**src/rtl/matmul_scheduler.sv**
```systemverilog
// Round-robin scheduler sharing one 3x3 matrix_mult datapath among NUM_REQ requesters; optional RUN timeout via MMSCHED_TIMEOUT_EN.
// Latency: accept -> mm_Enable next cycle; mm_done -> rsp_valid next cycle; next accept 2 cycles after rsp handshake.
// Backpressure: req_ready only in IDLE to the arbitration winner; result held in RESP until the granted rsp_ready.
module matmul_scheduler #(
    parameter int NUM_REQ        = 2,
    parameter int TIMEOUT_CYCLES = 64
) (
    input  logic                       Clock,
    input  logic                       reset,
    input  logic [NUM_REQ-1:0]         req_valid,
    input  logic [NUM_REQ*72-1:0]      req_A,
    input  logic [NUM_REQ*72-1:0]      req_B,
    output logic [NUM_REQ-1:0]         req_ready,
    output logic [NUM_REQ-1:0]         rsp_valid,
    input  logic [NUM_REQ-1:0]         rsp_ready,
    output logic [71:0]                rsp_C,
    output logic                       rsp_err,
    output logic                       mm_Enable,
    output logic [71:0]                mm_A,
    output logic [71:0]                mm_B,
    input  logic [71:0]                mm_C,
    input  logic                       mm_done,
    output logic                       busy,
    output logic [$clog2(NUM_REQ)-1:0] grant_id
);
    localparam int GW = $clog2(NUM_REQ);

    typedef enum logic [1:0] {IDLE, RUN, RESP, CLEAR} state_t;

    state_t        state;
    logic          win_vld;
    logic [GW-1:0] win_id;
    int            sel;

    // Lowest rotating offset from the last grant wins, so scan offsets high to low.
    always_comb begin
        win_vld = 1'b0;
        win_id  = '0;
        sel     = 0;
        for (int k = NUM_REQ; k >= 1; k--) begin
            sel = (int'(grant_id) + k) % NUM_REQ;
            if (req_valid[GW'(sel)]) begin
                win_vld = 1'b1;
                win_id  = GW'(sel);
            end
        end
    end

    always_comb begin
        req_ready = '0;
        if (state == IDLE && win_vld && !reset) begin
            req_ready[win_id] = 1'b1;
        end
    end

`ifdef MMSCHED_TIMEOUT_EN
    localparam int CW = $clog2(TIMEOUT_CYCLES + 1);
    logic [CW-1:0] tmo_cnt;
    logic          err_q;
    assign rsp_err = err_q;
`else
    assign rsp_err = 1'b0;
`endif

    always_ff @(posedge Clock) begin
        if (reset) begin
            state     <= IDLE;
            grant_id  <= GW'(NUM_REQ - 1);
            mm_Enable <= 1'b0;
            mm_A      <= '0;
            mm_B      <= '0;
            rsp_C     <= '0;
            rsp_valid <= '0;
            busy      <= 1'b0;
`ifdef MMSCHED_TIMEOUT_EN
            tmo_cnt   <= '0;
            err_q     <= 1'b0;
`endif
        end else begin
            case (state)
                IDLE: begin
                    if (win_vld) begin
                        mm_A      <= req_A[win_id*72 +: 72];
                        mm_B      <= req_B[win_id*72 +: 72];
                        grant_id  <= win_id;
                        mm_Enable <= 1'b1;
                        busy      <= 1'b1;
                        state     <= RUN;
`ifdef MMSCHED_TIMEOUT_EN
                        tmo_cnt   <= '0;
`endif
                    end
                end
                RUN: begin
                    if (mm_done) begin
                        rsp_C     <= mm_C;
                        mm_Enable <= 1'b0;
                        rsp_valid <= NUM_REQ'(1) << grant_id;
                        state     <= RESP;
`ifdef MMSCHED_TIMEOUT_EN
                        err_q     <= 1'b0;
                    end else if (tmo_cnt == CW'(TIMEOUT_CYCLES)) begin
                        rsp_C     <= '0;
                        err_q     <= 1'b1;
                        mm_Enable <= 1'b0;
                        rsp_valid <= NUM_REQ'(1) << grant_id;
                        state     <= RESP;
                    end else begin
                        tmo_cnt   <= tmo_cnt + 1'b1;
`endif
                    end
                end
                RESP: begin
                    if (rsp_ready[grant_id]) begin
                        rsp_valid <= '0;
                        state     <= CLEAR;
                    end
                end
                CLEAR: begin
                    // Wait for the datapath to acknowledge Enable low before re-arbitrating.
                    if (!mm_done) begin
                        busy  <= 1'b0;
                        state <= IDLE;
                    end
                end
                default: state <= IDLE;
            endcase
        end
    end
endmodule

```
**config.mk**
```make
export PLATFORM = sky130hd
export DESIGN_NAME = matmul_scheduler
export DESIGN_NICKNAME = d
export VERILOG_FILES = /design/src/rtl/matmul_scheduler.sv
export SDC_FILE = /design/constraint.sdc
export NUM_CORES = 1
export LEC_CHECK = 0
export ABC_AREA = 1
export BUFFER_PORTS_ARGS = -buffer_cell sky130_fd_sc_hd__buf_2
export CAP_MARGIN = 40
export CORE_AREA = 2 2 231 233
export DETAILED_ROUTE_END_ITERATION = 8
export DIE_AREA = 0 0 233 235
export GPL_TIMING_DRIVEN = 0
export PLACE_DENSITY = 0.47
export SETUP_SLACK_MARGIN = 0.2
export SYNTH_ARGS = -nofsm -noshare
export SYNTH_HDL_FRONTEND = slang
export SYNTH_SLANG_ARGS = --single-unit
export TNS_END_PERCENT = 1
```
**constraint.sdc**
```tcl
create_clock -name Clock -period 1.45 [get_ports Clock]
set_clock_uncertainty 0.2 [all_clocks]
set_input_delay 0.29 -clock Clock [delete_from_list [all_inputs] [get_ports Clock]]
set_output_delay 0.29 -clock Clock [all_outputs]
set_load 0.03 [all_outputs]
```
# --- After elaboration in Yosys (flattened, before gate mapping) ---
# Index checks and enable logic that the tools add are counted.
word_totals:
  ff_bits: 223
  latchBits: 0
  ram_bits: 0
  rom_bits: 0
  output_inout_bits: 224
  wordCells: 66
  memories: 0
op_classes:
  addsub: 2
  multipliers: 1
  n_div: 0
  order_cmp: 5
  eq_ne: 7
  n_shift: 3
  muxes: 26
  bitwise_logic: 0
  reduce_logical: 14
ops:
  columns: ["operator", "n"]
  rows:
  - ["$shiftx 144x9->72", 2]
  - ["$mux 1", 14]
  - ["$mux 2", 7]
  - ["$reduce_and 3->1", 3]
  - ["$ne 2x2->1 const B", 4]
  - ["$pmux 2 s4", 1]
  - ["$lt 1x3->1 const B", 2]
  - ["$reduce_bool 2->1", 3]
  - ["$mul 1x4->5 const B", 1]
  - ["$eq 2x2->1 const B", 2]
  - ["$lt 1x2->1 const B", 2]
  - ["$pmux 1 s2", 2]
  - ["$pmux 2 s2", 1]
  - ["$reduce_and 2->1", 2]
  - ["$reduce_and 4->1", 1]
  - ["$logic_and 1x1->1", 3]
  - ["$add 1x1->1 const B", 2]
  - ["$eq 2x1->1 const B", 1]
  - ["$logic_not 2->1", 1]
  - ["$shl 1x1->2 const A", 1]
  - ["$demux 1 s1", 1]
  - ["$ge 1x1->1 const B", 1]
  - ["$logic_not 1->1", 1]

# --- Logic depth before layout (Yosys ltp) ---
# Gate-level depths: netlist of run 1.
logic_depth:
  word_depth: 11
  mapped_depth: 9
  depth_no_buf: 9

# --- Worst setup path after synthesis of run 1 ---
# OpenSTA, ideal clock, no wires.
synth_path:
  kind: "register to output"
  start: "register grant_id"
  end: "output req_ready[0]"
  arrival_time_ps: 1515
  required_time_ps: 960
  slack_ps: -555
  path_stages_with_launch: 4
  path_cell_list: "dfxtp_1 > buf_2 > inv_1 > nor3_1"
synth_via:
  elab_chain_len: 8
synth_rtl:
  columns: ["element", "line", "text"]
  rows:
  - ["start: declaration", "24", "output logic [$clog2(NUM_REQ)-1:0] grant_id"]
  - ["start signal: assignment", "68", "grant_id <= GW'(NUM_REQ - 1);"]
  - ["start signal: assignment", "85", "grant_id <= win_id;"]
  - ["$add 1x1->1", "41", "sel = (int'(grant_id) + k) % NUM_REQ;"]
  - ["$mux 1", "42", "if (req_valid[GW'(sel)]) begin"]
  - ["$mux 1 (*)", "42", null]
  - ["$lt 1x2->1 (implied by the code) or $ge 1x1->1 (tied branches)", "52", "req_ready[win_id] = 1'b1;"]
  - ["$logic_and 1x1->1 (implied by the code)", "52", null]
  - ["$mux 1 (implied by the code)", "52", null]
  - ["$demux 1 s1 (*)", "52", null]
  - ["$mux 2 (*)", "51", "if (state == IDLE && win_vld && !reset) begin"]
  - ["end: declaration", "13", "output logic [NUM_REQ-1:0] req_ready,"]
# Mark *: on every way between the ends. The rest lies on a longest branch, timed or not.

# --- Final worst setup path of run 1 ---
layout_path:
  start: "input req_valid[0]"
  end: "output req_ready[0]"
layout_via:
  elab_chain_len: 9
layout_rtl:
  columns: ["element", "line", "text"]
  rows:
  - ["start: declaration", "10", "input logic [NUM_REQ-1:0] req_valid,"]
  - ["$mux 1 (implied by the code) (2 in series)", "42", null]
  - ["$mux 1 (2 in series)", "42", null]
  - ["$lt 1x2->1 (implied by the code) or $ge 1x1->1 (tied branches)", "52", null]
  - ["$logic_and 1x1->1 (implied by the code)", "52", null]
  - ["$mux 1 (implied by the code)", "52", null]
  - ["$demux 1 s1", "52", null]
  - ["$mux 2 (*)", "51", null]
# Mark *: on every way between the ends. The rest lies on a longest branch, timed or not. The select of a mux whose other input is x is not followed.

==> impl_metrics.csv, run 1 <==
group,metric,value,unit
run_status,outcome,"finished, violations left",
run_status,failed_checks,"hold timing, setup timing",
cells_and_area,stdcell_area,19400,sq um
global_route,grt_pass1_wl,74.7,mm
global_route,grt_pass1_vias,12800,
run,max_cap_violations,0,
worst_setup_path,crit_type,"in2out",
die,dieHeight,235,um
yosys,synth_nets,1421,
worst_setup_path,reg2reg_depth,5,
detailed_routing,drc,0,
worst_setup_path,worst-path-stages,5,
yosys,synthAdderAreaFrac,0.876,%
cts,clockBufferDepth,3,
cts,clkLatencyLatePin,0.54,ns
global_route,use_met1,18.9,%
worst_setup_path,path_cells,"buf_2 > dlygate4sd3_1 > nand2_8 > nor3_4 > buf_6",
cts,cts_buffers,27,
die,initial_utilization,16.4,%
timing,holdWs,-0.166,ns
timing,period_minus_slack,2.03,ns
timing,fin_tns_setup,-72.12,ns
worst_setup_path,cp-start-kind,"primary input",
yosys,synthCells,1048,
power_and_ir_drop,power,32200,uW
timing,tightest_slew,0.550,ns
yosys,yosys.area_share.simple,8.66,%
worst_setup_path,crit_path_end_kind,"primary output",
place,globalplace.congestion,0.876,
cells_and_area,drive_gt1_share,47.8,%
yosys,synth-compound-area-share,31.8,%
timing,maxSlewViolCount,0,
timing,slew-limit-headroom,63.4,%
cells_and_area,num-fill-cells,5146,
timing,finalHoldViolations,2,
place,dpl.hpwl,36.2,mm
worst_setup_path,crit_arrival,1.54,ns
die,dieArea,54800,sq um
detailed_routing,dr.pass1.iters,5,
yosys,synthXorXnorAreaFrac,0,%
place,postPlaceCellArea,12600,sq um
global_route,antenna_found_initial,5,
worst_setup_path,cp_slowest_stage_delay,0.71,ns
min_path,hp-class,"in2reg",
cts,clkSlewWorstSetupHoldPaths,0.06,ns
yosys,yosysWarnings,0,
die,core-area,52200,sq um
worst_setup_path,path_max_fanout,4,
global_route,grt_max_degree,13,
global_route,grt-ovfl-total,0,
yosys,synth.area.mux_share,0,%
global_route,grt.met2_usage,32.0,%
die,rows,84,
die,pin_count,591,
worst_setup_path,cp.required,0.96,ns
yosys,synth_area,8570,sq um
timing,max_freq,493,MHz
worst_setup_path,cp_slowest_cell,"dlygate4sd3_1",
power_and_ir_drop,p_leak,0.00847,uW
detailed_routing,ant_nets,0,
timing,rsz0062_at_grt,"true",
detailed_routing,wl,51.7,mm
place,io_buffers,588,
cells_and_area,multi_input_area,3670,sq um
yosys,synth_top_family_by_area,"compound AO/OA/AOI/OAI gates",
yosys,synth-seq-cells,223,
global_route,grtUsageMet3,4.64,%
power_and_ir_drop,vdd_drop_max,942,uV
detailed_routing,vias,12200,
cells_and_area,finish.utilization,37.1,%
detailed_routing,drtIter0Drc,461,
cts,ctsHtreeMaxLevel,1,
global_route,grt_use_total,17.6,%
timing,finalSetupViolations,445,
power_and_ir_drop,p_per_area,1660,nW/um^2
cts,cts_tree,"done",
yosys,synth_cell_types,22,
die,die_x,233,um
worst_setup_path,cp_top_family,"buffers and inverters",
cts,cts.sinks,223,
detailed_routing,wl_per_cell,18.7,um
worst_setup_path,crit_buf_inv,3,
yosys,syn_avg_cell_area,8.18,sq um
global_route,globalRoute.busiestLayer,"met2",
cts,cts_root_buf,"clkbuf_16",
cells_and_area,regArea,4770,sq um
timing,setup_slack,-0.580,ns
cells_and_area,layout.nets,2422,
detailed_routing,avgViaCountPerCell,4.42,
yosys,synth_seq_area_share,52.1,%
timing,fin_crit_sh,140,%
min_path,hold_depth,2,
cells_and_area,area_growth,126,%
==> report_power, final <==
part	internal (uW)	leakage (uW)	total, uW	switching, uW
clock	3860	0.000425	6590	2720
sequential	8280	0.00192	9640	1360
combinational	7000	0.00612	16000	8980
total	19100	0.00847	32200	13100
==> synth_stat cells <==
master,number,share of area (%)
buf_4,7,0.61
and2_1,1,0.073
nor3_1,2,0.12
ha_1,6,0.88
buf_2,51,3.0
nand4_1,4,0.29
o21ai_0,204,12
nand2_1,20,0.88
o22ai_1,144,11
nand3_1,5,0.29
inv_1,14,0.61
dfxtp_1,223,52
nor2_4,1,0.13
nand2_2,1,0.073
or2_2,2,0.15
inv_2,4,0.18
a21oi_1,146,8.5
buf_6,2,0.26
conb_1,1,0.044
clkbuf_1,44,1.9
o21ai_1,14,0.82
nor2_1,152,6.7
==> worst reg2reg max path, cell delays in order, from the launching register on <==
cell     delay (ns)
dfxtp_4        0.35
buf_8          0.12
buf_2          0.37
buf_2          0.36
o22ai_1        0.19
a21oi_1        0.18
==> timing repair <==
action                     CTS  global route
buffers inserted            12             8
gates resized for setup    723           127
setup endpoints to repair  445           446
hold buffers               360             1
hold endpoints to repair   218             2
cloned                       1             1
pin swaps                    4             3
==> through the flow <==
step | setup slack (ns) | std cells
final | -0.580 | 2763
after global routing | -0.668 | 2757
after floorplan | -0.0185 | 1048
after global placement | -0.704 | 2324
after detailed placement | -0.627 | 2325
after CTS | -0.652 | 2745
==> path summary, 6_finish.rpt <==
kind / start / to / slack, ns
worst min-delay path: reset / mm_Enable / -0.17
worst max register to register: grant_id / mm_B[7] / -0.40
worst max-delay path: req_valid[0] / req_ready[0] / -0.58
worst min register to register: mm_Enable / mm_Enable / 0.27
==> cell usage in the layout (no fill, tap or decap), types with 2 or more instances in the layout <==
cell	netlist	final
dlygate4sd3_1	0	361
buf_8	0	17
dfxtp_4	0	11
inv_2	4	4
buf_2	51	387
nand3_2	0	3
nor2_1	152	151
nand4_1	4	4
a21oi_2	0	2
clkbuf_2	0	3
dfxtp_2	0	212
clkbuf_1	44	25
clkbuf_16	0	28
a21oi_1	146	144
diode_2	0	8
buf_4	7	31
o21ai_2	0	4
ha_4	0	2
clkbuf_8	0	8
clkinv_2	0	8
o21ai_0	204	107
inv_1	14	11
buf_12	0	10
nand2_1	20	19
buf_6	2	232
o22ai_1	144	143
inv_4	0	2
clkbuf_4	0	9
nor3_4	0	2
clkinvlp_4	0	2
ha_1	6	4
o21ai_1	14	107
==> kinds of logic (layout without fill, tap and decap cells) <==
family	after synthesis	in the layout
and+or+nand+nor	188	188
AOI/OAI and AO/OA	508	508
adders and majority gates	6	6
DFF	223	223
other	1	9
buffers and inverters	122	1141
==> state kept, by name, indices dropped and copies added, names as in the netlist <==
register and cells:
mm_A 72, mm_B 72, rsp_C 72, rsp_valid 2, state 2, busy 1, grant_id 1, mm_Enable 1
==> area by class of cell <==
| cell class | count | area share, % |
|---|---|---|
| repair buffers | 972 | 42.5 |
| flip-flops and latches | 223 | 24.6 |
| multi-input cells | 703 | 18.9 |
| plain buffers | 104 | 4.50 |
| well taps | 688 | 4.45 |
| clock buffers | 36 | 3.97 |
| inverters | 18 | 0.459 |
| clock inverters | 11 | 0.439 |
| diodes | 8 | 0.103 |
==> per-layer routing <==
metal / share of wire (%) / wire length [um]
met5: 0.025 / 13
met4: 5.1 / 2620
met3: 8.4 / 4320
met1: 37 / 19100
met2: 50 / 25600
Power figures use the tool's default switching activity.
==> run 2, diff against run 1 <==
==> constraint.sdc (replaced) <==
create_clock -name Clock -period 1.45 [get_ports Clock]
set_clock_uncertainty 0.2 [all_clocks]
set_input_delay 0.145 -clock Clock [delete_from_list [all_inputs] [get_ports Clock]]
set_output_delay 0.145 -clock Clock [all_outputs]
set_load 0.03 [all_outputs]
==> run 2 against run 1 <==
Total power is 3.3% higher. Non-clock buffer count is 3 higher. The flow still finishes with violations (hold timing, setup timing). Clock power is 7.9% higher. Setup slack better by 0.15 ns. Critical path type is now reg2out. Wire length is 1.0% higher. Cell count hardly changed. Register-to-register slack worse by 0.02 ns. Combinational power is 5% higher. Core utilization is 0.65 points higher. Critical endpoint unchanged.
==> impl_metrics.csv, run 2 (synthesized netlist as in run 1, its figures left out) <==
group,metric,value,unit
power_and_ir_drop,vdd_drop_max,1070,uV
worst_setup_path,crit_type,"reg2out",
worst_setup_path,reg2reg_setup_slack,-0.42,ns
cells_and_area,drive_gt1_share,41.7,%
worst_setup_path,worst-path-stages,5,
global_route,grt_pass1_wl,74.5,mm
worst_setup_path,path_cells,"inv_4 > ha_4 > nand2_8 > nor3_4 > buf_6",
worst_setup_path,path_max_fanout,4,
timing,slew-limit-headroom,49.2,%
cts,clkLatencyLatePin,0.55,ns
min_path,hold_path_startpoint,"reset",
worst_setup_path,reg2reg_depth,11,
timing,period_minus_slack,1.88,ns
cts,cts_root_buf,"clkbuf_16",
power_and_ir_drop,p_leak,0.00859,uW
global_route,grt_max_degree,14,
min_path,hold-path-endpoint,"mm_Enable",
cts,ctsHtreeMaxLevel,1,
detailed_routing,dr.pass1.iters,5,
timing,fin_crit_sh,130,%
power_and_ir_drop,p_per_area,1690,nW/um^2
timing,fin_tns_setup,-48.70,ns
die,rows,84,
worst_setup_path,crit_path_end_kind,"primary output",
run_status,failed_checks,"hold timing, setup timing",
run_status,outcome,"finished, violations left",
timing,holdWs,-0.305,ns
place,dpl.hpwl,34.0,mm
worst_setup_path,critical_path.startpoint,"state[1]",
power_and_ir_drop,power,33300,uW
worst_setup_path,crit_buf_inv,2,
timing,rsz0062_at_grt,"true",
die,dieArea,54800,sq um
worst_setup_path,crit_arrival,1.54,ns
timing,max_freq,532,MHz
cts,cts.sinks,223,
cells_and_area,final_common_cell,"buf_2",
die,core-area,52200,sq um
cts,clockBufferDepth,3,
detailed_routing,wl,52.2,mm
detailed_routing,ant_nets,0,
cells_and_area,final_cell_mix,"380 x buf_2, 364 x dlygate4sd3_1, 241 x buf_6",
detailed_routing,drtIter0Drc,457,
timing,finalHoldViolations,3,
cells_and_area,area_growth,130,%
detailed_routing,avgViaCountPerCell,4.50,
timing,finalSetupViolations,222,
worst_setup_path,timing.rr.end,"mm_B[67]",
cts,cts_buffers,28,
detailed_routing,vias,12400,
place,dp_slack,-0.727,ns
place,io_buffers,588,
cells_and_area,finish.utilization,37.7,%
cells_and_area,layout.nets,2426,
global_route,grt-ovfl-total,0,
worst_setup_path,cp_slowest_stage_delay,0.35,ns
cells_and_area,num-fill-cells,5032,
run,max_cap_violations,0,
min_path,hp-class,"in2reg",
place,globalplace.congestion,0.910,
timing,tightest_slew,0.762,ns
cts,cts_tree,"done",
global_route,grt_use_total,17.6,%
worst_setup_path,timing.rr.start,"state[0]",
die,dieHeight,235,um
worst_setup_path,cp.required,1.11,ns
detailed_routing,drc,0,
cells_and_area,reg_top3,"mm_A: 72 flops, mm_B: 72 flops, rsp_C: 72 flops",
die,initial_utilization,16.4,%
global_route,grt_pass1_vias,13100,
timing,setup_slack,-0.431,ns
timing,maxSlewViolCount,0,
global_route,antenna_found_initial,1,
cts,cts_hold_buf,364,
min_path,hold_depth,2,
cts,clkSlewWorstSetupHoldPaths,0.06,ns
detailed_routing,wl_per_cell,18.9,um
die,pin_count,591,
worst_setup_path,cp_top_family,"flip-flops",
worst_setup_path,cp_slowest_cell,"dfxtp_4",
die,die_x,233,um
worst_setup_path,cp-start-kind,"register",
-- run 2: cell count changes in the layout (fill, tap and decap cells not counted), moves of 9 or more --
cell / previous run / this run
o21ai_0: 107 / 60
dfxtp_2: 212 / 44
buf_6: 232 / 241
o21ai_1: 107 / 130
o21ai_2: 4 / 26
a21oi_1: 144 / 129
dfxtp_1: 0 / 169
a21oi_2: 2 / 17
-- run 2: where the power goes --
part           switching, uW  internal (uW)
combinational           9300           7500
sequential              1380           8010
clock                   2810           4300
total                  13500          19800
-- run 2: layer usage --
metal,routed length (um),up-vias,GRT usage (%)
met5,0,-,0
li1,-,5772,-
met4,2840,0,9.11
met1,19700,5717,18.5
met2,25500,748,31.7
met3,4170,201,4.98
-- run 2: timing repair --
action                                  in CTS  in global routing
endpoints found under the setup margin     446                446
cloned                                       2                  5
endpoints found under the hold margin      223                  2
pin swaps                                    6                 12
resized for setup                          589                211
buffers inserted                            14                  2
-- run 2: stage by stage --
| stage | instance area, sq um | cells |
|---|---|---|
| 6_report | 19700 | 2764 |
| 5_1_grt | 19700 | 2764 |
| 4_1_cts | 19200 | 2756 |
| 3_5_place_dp | 12600 | 2324 |
| 3_3_place_gp | 12600 | 2324 |
| 2_1_floorplan | 8760 | 1048 |
-- run 2: area by class of cell --
type                       count  area, sq um  share of cell area (%)
clock buffer                  47          923                    4.69
antenna                        1         2.50                  0.0127
multi-input combinational    703         3850                    19.6
timing repair buffer         975         8370                    42.5
inverter                      18         87.6                   0.445
buffer                       104         1020                    5.17
sequential                   223         4560                    23.1
tap                          688          861                    4.37
clock inverter                 5         30.0                   0.152
-- run 2: worst max path at each step --
stage | slack, ns | endpoint
after detailed placement | -0.73 | mm_B[4]
after CTS | -0.54 | req_ready[0]
after global placement | -0.71 | mm_B[4]
after floorplan | -0.02 | mm_A[0]
final | -0.43 | req_ready[0]
after global routing | -0.50 | req_ready[0]
